[src/rtl/uart_pkg.sv]
// uart_pkg: shared UART types and constants.
// Used by the receiver and the 16x sample-clock divider.
package uart_pkg;

  typedef enum logic [2:0] {
    IDLE,
    START,
    DATA,
    PARITY,
    STOP
  } uart_state_e;

  localparam int UART_OVERSAMPLE = 16;
  localparam int UART_DATA_BITS  = 8;
  localparam int SYS_CLK_HZ      = 50_000_000;
  localparam int UART_BAUD       = 9600;

endpackage

[src/rtl/uart_rx_sync.sv]
// uart_rx_sync: 2-flop synchronizers for rxd/sclk, sclk rise -> tick.
// Ports: clk50, rst_n, sclk, rxd in; rxd_s (synced line), tick out.
module uart_rx_sync (
  input  logic clk50,
  input  logic rst_n,
  input  logic sclk,
  input  logic rxd,
  output logic rxd_s,
  output logic tick
);

  logic [1:0] rxd_q, rxd_d;
  logic [2:0] sclk_q, sclk_d;

  always_comb begin
    rxd_d  = {rxd_q[0], rxd};
    sclk_d = {sclk_q[1:0], sclk};
  end

  // line idles high, so the rxd chain resets to 1
  always_ff @(posedge clk50 or negedge rst_n) begin
    if (!rst_n) begin
      rxd_q  <= 2'b11;
      sclk_q <= 3'b000;
    end else begin
      rxd_q  <= rxd_d;
      sclk_q <= sclk_d;
    end
  end

  assign rxd_s = rxd_q[1];
  // third sclk flop is the edge-detect history
  assign tick  = sclk_q[1] & ~sclk_q[2];

endmodule

[src/rtl/uart_rx.sv]
// uart_rx: oversampling UART receiver, 8N1 (8E1 with UART_RX_PARITY_EN).
// Ports: clk50, rst_n, sclk, rxd in; rx_data, rx_valid, rx_frame_err,
// rx_parity_err, rx_busy out.
module uart_rx
  import uart_pkg::*;
#(
  parameter int OVERSAMPLE = UART_OVERSAMPLE,
  parameter int DATA_BITS  = UART_DATA_BITS
) (
  input  logic                 clk50,
  input  logic                 rst_n,
  input  logic                 sclk,
  input  logic                 rxd,
  output logic [DATA_BITS-1:0] rx_data,
  output logic                 rx_valid,
  output logic                 rx_frame_err,
  output logic                 rx_parity_err,
  output logic                 rx_busy
);

  localparam int SW = $clog2(OVERSAMPLE);
  localparam int BW = $clog2(DATA_BITS) + 1;
  localparam logic [SW-1:0] S_MID = SW'(OVERSAMPLE / 2 - 1);
  localparam logic [SW-1:0] S_END = SW'(OVERSAMPLE - 1);
  localparam logic [BW-1:0] B_LAST = BW'(DATA_BITS - 1);

  logic rxd_s;
  logic tick;

  uart_rx_sync u_sync (
    .clk50 (clk50),
    .rst_n (rst_n),
    .sclk  (sclk),
    .rxd   (rxd),
    .rxd_s (rxd_s),
    .tick  (tick)
  );

  uart_state_e          state_q, state_d;
  logic [SW-1:0]        scnt_q, scnt_d;
  logic [BW-1:0]        bcnt_q, bcnt_d;
  logic [DATA_BITS-1:0] sh_q, sh_d;
  logic [DATA_BITS-1:0] data_q, data_d;
  logic                 valid_q, valid_d;
  logic                 ferr_q, ferr_d;
  logic                 wait_hi_q, wait_hi_d;
  logic                 par_bad;

`ifdef UART_RX_PARITY_EN
  logic par_q, par_d;
  logic perr_q, perr_d;
  // even parity: data bits plus parity bit xor to 0
  assign par_bad = ^{sh_q, par_q};
`else
  assign par_bad = 1'b0;
`endif

  always_comb begin
    state_d   = state_q;
    scnt_d    = scnt_q;
    bcnt_d    = bcnt_q;
    sh_d      = sh_q;
    data_d    = data_q;
    valid_d   = 1'b0;
    ferr_d    = 1'b0;
    wait_hi_d = wait_hi_q;
`ifdef UART_RX_PARITY_EN
    par_d     = par_q;
    perr_d    = 1'b0;
`endif
    if (tick) begin
      scnt_d = scnt_q + 1'b1;
      unique case (state_q)
        IDLE: begin
          scnt_d = '0;
          bcnt_d = '0;
          // after a framing error, hold off until the line goes high
          if (wait_hi_q) begin
            if (rxd_s) wait_hi_d = 1'b0;
          end else if (!rxd_s) begin
            state_d = START;
          end
        end
        START: begin
          if (scnt_q == S_MID) begin
            scnt_d  = '0;
            state_d = rxd_s ? IDLE : DATA;
          end
        end
        DATA: begin
          if (scnt_q == S_END) begin
            sh_d   = {rxd_s, sh_q[DATA_BITS-1:1]};
            bcnt_d = bcnt_q + 1'b1;
            if (bcnt_q == B_LAST) begin
              bcnt_d = '0;
`ifdef UART_RX_PARITY_EN
              state_d = PARITY;
`else
              state_d = STOP;
`endif
            end
          end
        end
`ifdef UART_RX_PARITY_EN
        PARITY: begin
          if (scnt_q == S_END) begin
            par_d   = rxd_s;
            state_d = STOP;
          end
        end
`endif
        STOP: begin
          if (scnt_q == S_END) begin
            state_d = IDLE;
            if (!rxd_s) begin
              ferr_d    = 1'b1;
              wait_hi_d = 1'b1;
            end else if (!par_bad) begin
              data_d  = sh_q;
              valid_d = 1'b1;
            end
`ifdef UART_RX_PARITY_EN
            perr_d = par_bad;
`endif
          end
        end
        default: state_d = IDLE;
      endcase
    end
  end

  always_ff @(posedge clk50 or negedge rst_n) begin
    if (!rst_n) begin
      state_q   <= IDLE;
      scnt_q    <= '0;
      bcnt_q    <= '0;
      sh_q      <= '0;
      data_q    <= '0;
      valid_q   <= 1'b0;
      ferr_q    <= 1'b0;
      wait_hi_q <= 1'b0;
    end else begin
      state_q   <= state_d;
      scnt_q    <= scnt_d;
      bcnt_q    <= bcnt_d;
      sh_q      <= sh_d;
      data_q    <= data_d;
      valid_q   <= valid_d;
      ferr_q    <= ferr_d;
      wait_hi_q <= wait_hi_d;
    end
  end

`ifdef UART_RX_PARITY_EN
  always_ff @(posedge clk50 or negedge rst_n) begin
    if (!rst_n) begin
      par_q  <= 1'b0;
      perr_q <= 1'b0;
    end else begin
      par_q  <= par_d;
      perr_q <= perr_d;
    end
  end
  assign rx_parity_err = perr_q;
`else
  assign rx_parity_err = 1'b0;
`endif

  assign rx_data      = data_q;
  assign rx_valid     = valid_q;
  assign rx_frame_err = ferr_q;
  assign rx_busy      = (state_q != IDLE);

endmodule

[config.mk]
export PLATFORM = sky130hd
export DESIGN_NAME = uart_rx
export DESIGN_NICKNAME = d
export VERILOG_FILES = /design/src/rtl/uart_pkg.sv /design/src/rtl/uart_rx_sync.sv /design/src/rtl/uart_rx.sv
export SDC_FILE = /design/constraint.sdc
export NUM_CORES = 1
export LEC_CHECK = 0
export CORE_UTILIZATION = 35
export DETAILED_ROUTE_END_ITERATION = 10
export PLACE_DENSITY = 0.51
export SLEW_MARGIN = 20
export SYNTH_ARGS = -nofsm -noshare
export SYNTH_HDL_FRONTEND = slang
export SYNTH_HIERARCHICAL = 1
export SYNTH_SLANG_ARGS = --single-unit
[constraint.sdc]
create_clock -name clk50 -period 1.98 [get_ports clk50]
set_input_delay 0.594 -clock clk50 [delete_from_list [all_inputs] [get_ports clk50]]
set_output_delay 0.594 -clock clk50 [all_outputs]
set_load 0.005 [all_outputs]
Word-level counts from Yosys, hierarchy flattened
Index checks and enable logic that the tools add are counted.
{"block": "word_totals", "reg_bits": 35, "latch_bits": 0, "ram_bits": 0, "rom_bits": 0, "inputBits": 4, "output_inout_bits": 12, "word_cells": 61, "mem_count": 0}
{"block": "classes", "n_addsub": 2, "n_mul": 0, "div_mod_pow": 0, "magnitude_cmp": 0, "n_eq_ne": 13, "shift": 0, "n_mux": 25, "bitwise_logic": 2, "reduce_logical": 9}
{"cell": "3-bit two-way mux", "n": 6}
{"cell": "4-bit one-hot mux with 2 select lines", "n": 2}
{"cell": "2-bit inequality test (second input constant)", "n": 7}
{"cell": "4-bit two-way mux", "n": 3}
{"cell": "3-bit one-hot mux with 4 select lines", "n": 1}
{"cell": "1-bit two-way mux", "n": 11}
{"cell": "4-bit by 1-bit adder with 4-bit output (second input constant)", "n": 2}
{"cell": "4-bit by 3-bit == test with 1-bit output (second input constant)", "n": 2}
{"cell": "4-bit AND reduction", "n": 2}
{"cell": "7-bit AND reduction", "n": 1}
{"cell": "3-bit AND reduction", "n": 2}
{"cell": "4-bit == test (second input constant)", "n": 1}
{"cell": "2-bit nonzero test", "n": 2}
{"cell": "3-bit by 1-bit == test with 1-bit output (second input constant)", "n": 1}
{"cell": "3-bit by 2-bit == test with 1-bit output (second input constant)", "n": 1}
{"cell": "3-bit == test (second input constant)", "n": 1}
{"cell": "3-bit logical NOT", "n": 1}
{"cell": "3-bit nonzero test", "n": 1}
{"cell": "2-bit two-way mux", "n": 1}
{"cell": "1-bit one-hot mux with 2 select lines", "n": 1}
{"cell": "1-bit AND", "n": 1}
{"cell": "1-bit NOT", "n": 1}

Longest topological paths before layout
Gate-level depths: netlist of run 1.
{"block": "depth", "ltp_word": 4, "ltp_mapped": 6, "depth_no_buf": 5}

By module
Netlist of run 1, hierarchy kept.
{"module": "uart_rx", "instances": 1, "cells_each": 113, "area_per_inst_um2": 1423.9, "seq_area_each_um2": 750.7}
{"module": "uart_rx_sync", "instances": 1, "cells_each": 6, "area_per_inst_um2": 141.4, "seq_area_each_um2": 127.6}

Least setup slack after synthesis of run 1
Ideal clock, no wire load.
{"block": "synth_path", "kind": "register -> register", "from": "register u_sync.sclk_q[2]", "to": "register data_q[0], in the netlist rx_data[0]", "setup_time_ns": 0.125, "t_arrival_ns": 1.551, "required_time_ns": 1.855, "setup_slack_ns": 0.304, "path_stages_with_launch": 7, "n_path_buf": 1, "period_less_slack_ns": 1.676, "path_cell_list": "dfrtp_1 > nor2b_4 > clkbuf_1 > nand4_1 > nor2_2 > nand2_4 > mux2_4"}
{"block": "synth_via", "elab_chain_cells": 3}
{"item": "start, declared", "line": "uart_rx_sync.sv:13", "rtl": "logic [2:0] sclk_q, sclk_d;"}
{"item": "start signal, assigned", "line": "uart_rx_sync.sv:27", "rtl": "sclk_q <= sclk_d;"}
{"item": "1-bit NOT", "line": "uart_rx_sync.sv:33", "rtl": "assign tick = sclk_q[1] & ~sclk_q[2];"}
{"item": "1-bit AND", "line": "uart_rx_sync.sv:33"}
{"item": "named net tick", "line": "uart_rx.sv:28", "rtl": "logic tick;"}
{"item": "4-bit AND reduction (no line)"}
{"item": "end signal, assigned", "line": "uart_rx.sv:147", "rtl": "data_q <= data_d;"}
{"item": "end, declared", "line": "uart_rx.sv:43", "rtl": "logic [DATA_BITS-1:0] data_q, data_d;"}
The timed path passes the listed nets, and every way through them passes these cells.
A chain may end at the register's enable or synchronous reset.

Worst setup path in the final report of run 1
{"block": "layout_path", "from": "register state_q[0]", "to": "register sh_q[7]"}
{"block": "layout_via", "elab_chain_cells": 2}
{"item": "start, declared", "line": "uart_rx.sv:39", "rtl": "uart_state_e state_q, state_d;"}
{"item": "start signal, assigned", "line": "uart_rx.sv:143", "rtl": "state_q <= state_d;"}
{"item": "3-bit by 2-bit == test with 1-bit output", "line": "uart_rx.sv:73", "rtl": "unique case (state_q)"}
{"item": "3-bit AND reduction (no line)"}
{"item": "end signal, assigned", "line": "uart_rx.sv:137", "rtl": "sh_q <= '0;"}
{"item": "end signal, assigned", "line": "uart_rx.sv:146", "rtl": "sh_q <= sh_d;"}
{"item": "end, declared", "line": "uart_rx.sv:42", "rtl": "logic [DATA_BITS-1:0] sh_q, sh_d;"}
No other way between the ends.

==> results of run 1 <==
==> power by group <==
part           switching, mW  internal, mW
combinational          0.267         0.297
clock                  0.250         0.280
sequential            0.0681         0.794
total                  0.585          1.37
==> cell families (layout without fill, tap and decap cells) <==
logic type | after synthesis | in the layout | share of synthesized area (%)
AND/OR/NAND/NOR | 32 | 32 | 13.5
flip-flops | 35 | 35 | 56.1
multiplexers | 20 | 20 | 16.7
AO/OA/AOI/OAI | 21 | 21 | 8.95
buffers and inverters | 8 | 37 | 2.88
adder cells (fa/ha/maj) | 2 | 2 | 1.60
other | 1 | 1 | 0.240
==> synthesized netlist by cell type, types with 2 or more instances <==
master and number:
o21ai_1 2, o31ai_1 2, o21ai_0 8, nor2_1 3, nor3_1 2, and3_1 2
nand2_1 8, dfstp_2 2, nand3b_1 2, inv_1 4, buf_4 2, mux2_4 10
mux2_2 9, ha_1 2, dfrtp_1 33
==> state kept, by name, indices dropped and copies added (netlist names), 2 cells and up <==
signal,flops
rx_data,8
sh_q,8
u_sync/sclk_q,3
scnt_q,4
u_sync/rxd_q,2
bcnt_q,4
state_q,3
==> stage by stage <==
stage	util (%)	setup slack, ps	instance area, µm²	hold slack (ps)	cells
3_5_place_dp	43.2	206	1790	347	186
6_report	46.2	168	1910	357	198
2_1_floorplan	-	304	1570	298	119
5_1_grt	46.2	67.4	1910	366	198
4_1_cts	46.2	154	1910	361	198
3_3_place_gp	43.2	247	1790	335	186
==> layout make-up <==
class	instances	area share [%]
clock buffers	7	4.51
clock inverters	1	0.262
inverters	4	0.785
multi-input cells	76	33.6
flip-flops and latches	35	46.0
well taps	50	3.27
repair buffers	25	11.6
==> repair_timing <==
| action | 4_1_cts | 5_1_grt |
|---|---|---|
| resized for setup | 3 | 0 |
| endpoints found under the setup margin | 1 | 0 |
| setup buffers | 4 | 0 |
| hold buffers | 0 | 0 |
==> layer usage <==
layer / part of all wire, % / vias up / GRT usage, %
li1: - / 477 / -
met1: 47 / 496 / 18.4
met3: 3.6 / 9 / 4.11
met4: 2.9 / 0 / 9.69
met2: 46 / 16 / 22.0
met5: 0 / - / 0
==> path summary, 6_finish.rpt <==
check	to	depth (start not counted)	startpoint
max in group asynchronous	rx_data[6]	2	rst_n
hold / removal	u_sync/sclk_q[1]	0	u_sync/sclk_q[0]
min in group asynchronous	state_q[0]	2	rst_n
setup / recovery	sh_q[7]	4	state_q[0]
setup reg to reg	sh_q[7]	4	state_q[0]
hold reg to reg	u_sync/sclk_q[1]	0	u_sync/sclk_q[0]
==> results.tsv, run 1 <==
stage	metric	value	unit
outcome	status	complete, no violations	
run	max_cap viols	0	
finish	commonest cells after routing, fill and taps aside	dfrtp_1, clkdlybuf4s50_1, buf_4	
logic_synthesis	Synthesized Nets	125	
finish	Fill cells	383	
drt	Initial DRC Count	39	
timing	final worst-path cycle share	91.5	%
power_and_ir_drop	PwrDens	1020	nW/µm²
finish	ANT cells	0	
clock_network	CTS root buffer	clkbuf_8	
finish	Area growth, synth to finish	22.2	%
drt	routed wire length per instance	13.9	µm
clock_network	clk_lat worst skew	290	ps
logic_synthesis	most common flop cell mapped by yosys	dfrtp_1	
logic_synthesis	top cells by area, synth	dfrtp_1, mux2_4, mux2_2, dfstp_2, o21ai_0	
finish	FF/Latch Area	881	µm²
die	Rows	23	
finish	commonest non-fill, non-tap cell in the layout	dfrtp_1	
min_path	HP Class	reg2reg	
drt	drt total wl	2760	µm
logic_synthesis	post-synthesis sequential area ratio	56.1	%
logic_synthesis	Synth Register Bits	35	
clock_network	H-tree Lvls	2	
logic_synthesis	fraction of registers with async set/reset	100	%
global_route	initial antenna violation count	0	
place	I/O Buffers	14	
logic_synthesis	post-synth top area share	52.8	%
setup_path	critical path class	reg2reg	
clock_network	Max clock buf depth	2	
drt	drt pass-1 iters	4	
setup_path	CP arrival	1990	ps
logic_synthesis	EDFF count, synth	0	
timing	setup TNS	0	ps
die	Initial Util	37.8	%
power_and_ir_drop	Total Power	1.96	mW
global_route	largest net degree at the start of global routing	25	
drt	antenna-violating nets left	0	
drt	vias	998	
finish	nets	153	
logic_synthesis	synth warn	6	
die	# IOs	16	
setup_path	critical path required time	2150	ps
die	Die Height	68.9	µm
drt	DR vias/cell	5.04	
setup_path	Crit. End Element	flop	
global_route	first-pass GRT wire length	4900	µm
setup_path	Cell Chain, Critical Path	buf_4 -> or3b_2 -> nor2_4 -> mux2_2	
global_route	number of global-route vias before repair	1056	
power_and_ir_drop	leakage power	0.917	nW
logic_synthesis	synth unique cells	43	
die	core area	4140	µm²
power_and_ir_drop	worst vdd ir	0.369	mV
timing	unrepaired setup endpoints after global routing	false	
clock_network	CTS Sinks	35	
finish	fraction of layout cells with a size suffix above 1	34.5	%
timing	Max Fclk	0.552	GHz
finish	area occupied by multi-input gates	642	µm²
logic_synthesis	Synth Cell Area	1570	µm²
logic_synthesis	Avg Cell Area, Syn	13.2	µm²
setup_path	cell family with the largest share of critical-path delay	simple AND/OR/NAND/NOR gates	
timing	Final Setup Violations	0	
place	GP Congestion	0.802	
timing	Final Hold Fails	0	
place	HPWL after DPL	1920	µm
clock_network	TritonCTS clock tree	yes	
setup_path	Reg2Reg Setup Slack	170	ps
logic_synthesis	Post-Syn Instances	119	
timing	post-layout min period	1810	ps
timing	clock skew	7.38	ps
setup_path	worst path bufs/invs	1	
die	die area	4740	µm²
clock_network	CTS Buf Count	5	
setup_path	slowest cell on the critical path	or3b_2	
logic_synthesis	cell taking the most area after synthesis	dfrtp_1	
global_route	gr usage total	14.7	%
drt	DRC	0	
setup_path	Largest stage delay, worst path	500	ps
die	Die W	68.9	µm
clock_network	clock transition at the registers of the reported paths	70	ps
setup_path	Max FO, Critical Path	9	
global_route	total grt overflow	0	
timing	fin. max-slew vios	0	
setup_path	Worst Setup Start Kind	flop	
Power figures use the tool's default switching activity.
==> run 2, diff against run 1 <==
--- a/config.mk
+++ b/config.mk
@@ -5,9 +5,11 @@
 export SDC_FILE = /design/constraint.sdc
 export NUM_CORES = 1
 export LEC_CHECK = 0
+export CORE_MARGIN = 1
 export CORE_UTILIZATION = 35
 export DETAILED_ROUTE_END_ITERATION = 10
-export PLACE_DENSITY = 0.51
+export PLACE_DENSITY = 0.53
+export SKIP_CTS_REPAIR_TIMING = 1
 export SLEW_MARGIN = 20
 export SYNTH_ARGS = -nofsm -noshare
 export SYNTH_HDL_FRONTEND = slang
==> constraint.sdc (replaced) <==
create_clock -name clk50 -period 1.6 [get_ports clk50]
set_input_delay 0.48 -clock clk50 [delete_from_list [all_inputs] [get_ports clk50]]
set_output_delay 0.48 -clock clk50 [all_outputs]
set_load 0.005 [all_outputs]
==> run 2 against run 1 <==
The flow now finishes with violations (setup timing). Routed wire length increased by 1.5%. Fmax is 8.7% higher. Worst hold slack gained 0.50 ps. Combinational power rose by 54%. Power up 34%. Global-route usage is 0.84 points lower. Design area rose by 13%. Via count is 1.5% higher. First-iteration DRC count increased by 31%. Worst setup slack got worse by 240 ps. Non-clock buffer count rose by 10.
==> results.tsv, run 2 (same netlist as run 1, synthesis figures left out) <==
stage	metric	value	unit	change
die	Initial Util	37.8	%	unchanged
global_route	largest net degree at the start of global routing	36		+44%
drt	antenna-violating nets left	0		unchanged
timing	clock skew	3.99	ps	-3.39 ps
setup_path	CP arrival	1840	ps	-150 ps
clock_network	TritonCTS clock tree	yes		
global_route	initial antenna violation count	0		unchanged
setup_path	critical path required time	1770	ps	-380 ps
global_route	first-pass GRT wire length	4600	µm	-6.2%
finish	Area growth, synth to finish	37.6	%	
min_path	Endpoint, Worst Hold	u_sync/rxd_q[1]		
timing	unrepaired setup endpoints after global routing	true		
place	HPWL after DPL	1860	µm	-3.2%
setup_path	Reg-to-Reg Start	state_q[2]		
setup_path	Reg2Reg Setup Slack	-70	ps	-240 ps
drt	Initial DRC Count	51		+31%
outcome	failing checks	setup timing		
die	core area	4140	µm²	unchanged
drt	drt total wl	2800	µm	+1.5%
finish	fraction of layout cells with a size suffix above 1	42.4	%	+7.9 points
drt	routed wire length per instance	13.4	µm	-3.4%
drt	DR vias/cell	4.87		-3.4%
setup_path	Max FO, Critical Path	4		-5
clock_network	Max clock buf depth	2		unchanged
finish	ANT cells	0		unchanged
die	Rows	23		unchanged
die	die area	4740	µm²	unchanged
global_route	number of global-route vias before repair	1015		-3.9%
die	Die W	68.9	µm	unchanged
clock_network	CTS Sinks	35		unchanged
clock_network	H-tree Lvls	2		unchanged
timing	fin. max-slew vios	0		unchanged
setup_path	r2r endpoint	state_q[2]		
finish	commonest non-fill, non-tap cell in the layout	dfrtp_1		
timing	Final Setup Violations	19		+19
setup_path	critical path class	reg2reg		
setup_path	Worst Setup Start Kind	flop		
finish	final std cells w/o fill	208		+5.1%
min_path	hold_sp	u_sync/rxd_q[0]		
finish	nets	163		+6.5%
finish	commonest cells after routing, fill and taps aside	dfrtp_1, mux2_4, buf_4		
place	GP Congestion	0.756		-5.8%
timing	Final Hold Fails	0		unchanged
timing	Max Fclk	0.600	GHz	+8.7%
die	Die Height	68.9	µm	unchanged
drt	drt pass-1 iters	4		unchanged
setup_path	R2R cell count	5		+1
run	max_cap viols	0		unchanged
clock_network	clock transition at the registers of the reported paths	70	ps	about the same
drt	vias	1013		+1.5%
min_path	HP Class	reg2reg		
clock_network	clk_lat worst skew	280	ps	about the same
timing	final worst slack	-67.4	ps	-235 ps
outcome	status	finished, violations left		
power_and_ir_drop	Total Power	2.63	mW	+34%
clock_network	CTS Buf Count	5		unchanged
min_path	worst hold path depth	0		unchanged
place	Inst Count DP	193		+3.8%
timing	post-layout min period	1670	ps	-145 ps
setup_path	Crit. End Element	flop		
die	# IOs	16		unchanged
global_route	gr usage total	13.8	%	-0.84 points
timing	final worst-path cycle share	104	%	+13 points
place	I/O Buffers	14		unchanged
clock_network	CTS root buffer	clkbuf_8		
drt	DRC	0		unchanged
power_and_ir_drop	PwrDens	1220	nW/µm²	+19%
power_and_ir_drop	leakage power	1.17	nW	+28%
global_route	total grt overflow	0		unchanged
power_and_ir_drop	worst vdd ir	0.659	mV	+79%
## run 2: changes by cell type in the layout (fill, tap and decap cells not counted), moves of 3 or more
cell	previous run	this run
buf_12	0	3
mux2_4	10	18
mux2_2	9	1
buf_4	11	16
clkdlybuf4s50_1	13	3
dlymetal6s2s_1	0	10
## run 2: final cells by class
class                   instances  area, µm²
clock inverters                 2       16.3
repair buffers                 35        363
multi-input cells              76        734
flip-flops and latches         35        880
well taps                      50       62.6
fillers                       363       1990
clock buffers                   6       82.6
inverters                       4       15.0
## run 2: metrics by stage
step                      TNS [ps]  setup WS [ps]  util [%]  hold WS [ps]  cell area (µm²)
after global placement        -456          -34.8      44.9           338             1860
final                         -719          -67.4      52.0           357             2150
after CTS                    -1610           -367      47.3           359             1960
after global routing         -1830           -118      52.0           361             2150
after floorplan              -38.5          -19.2         -           184             1570
after detailed placement      -727          -57.1      44.9           336             1860
## run 2: worst max path at each step
stage	start	to	slack (ps)	cells past startpoint
6_report	state_q[2]	state_q[2]	-70	5
3_3_place_gp	scnt_q[0]	state_q[0]	-30	5
3_5_place_dp	state_q[1]	sh_q[7]	-60	4
2_1_floorplan	state_q[0]	state_q[0]	-20	5
5_1_grt	state_q[2]	rx_data[7]	-120	5
4_1_cts	state_q[2]	rx_busy	-370	3
## run 2: report_power, final
group          switching, mW  internal, mW
sequential             0.118         0.980
combinational          0.374         0.492
clock                  0.315         0.351
## run 2: worst max-delay path: stages, from the launching register on
cell	delay, ps
dfrtp_2	400
buf_6	120
or3b_4	400
o21a_1	180
o2111a_2	150
mux2_4	300
## run 2: metal layers
layer	track usage (%)	share of wire [%]	wire, µm
met1	17.5	47	1310
met2	20.4	48	1330
met3	4.44	3.6	102
met4	8.42	1.8	51
met5	0	0	0
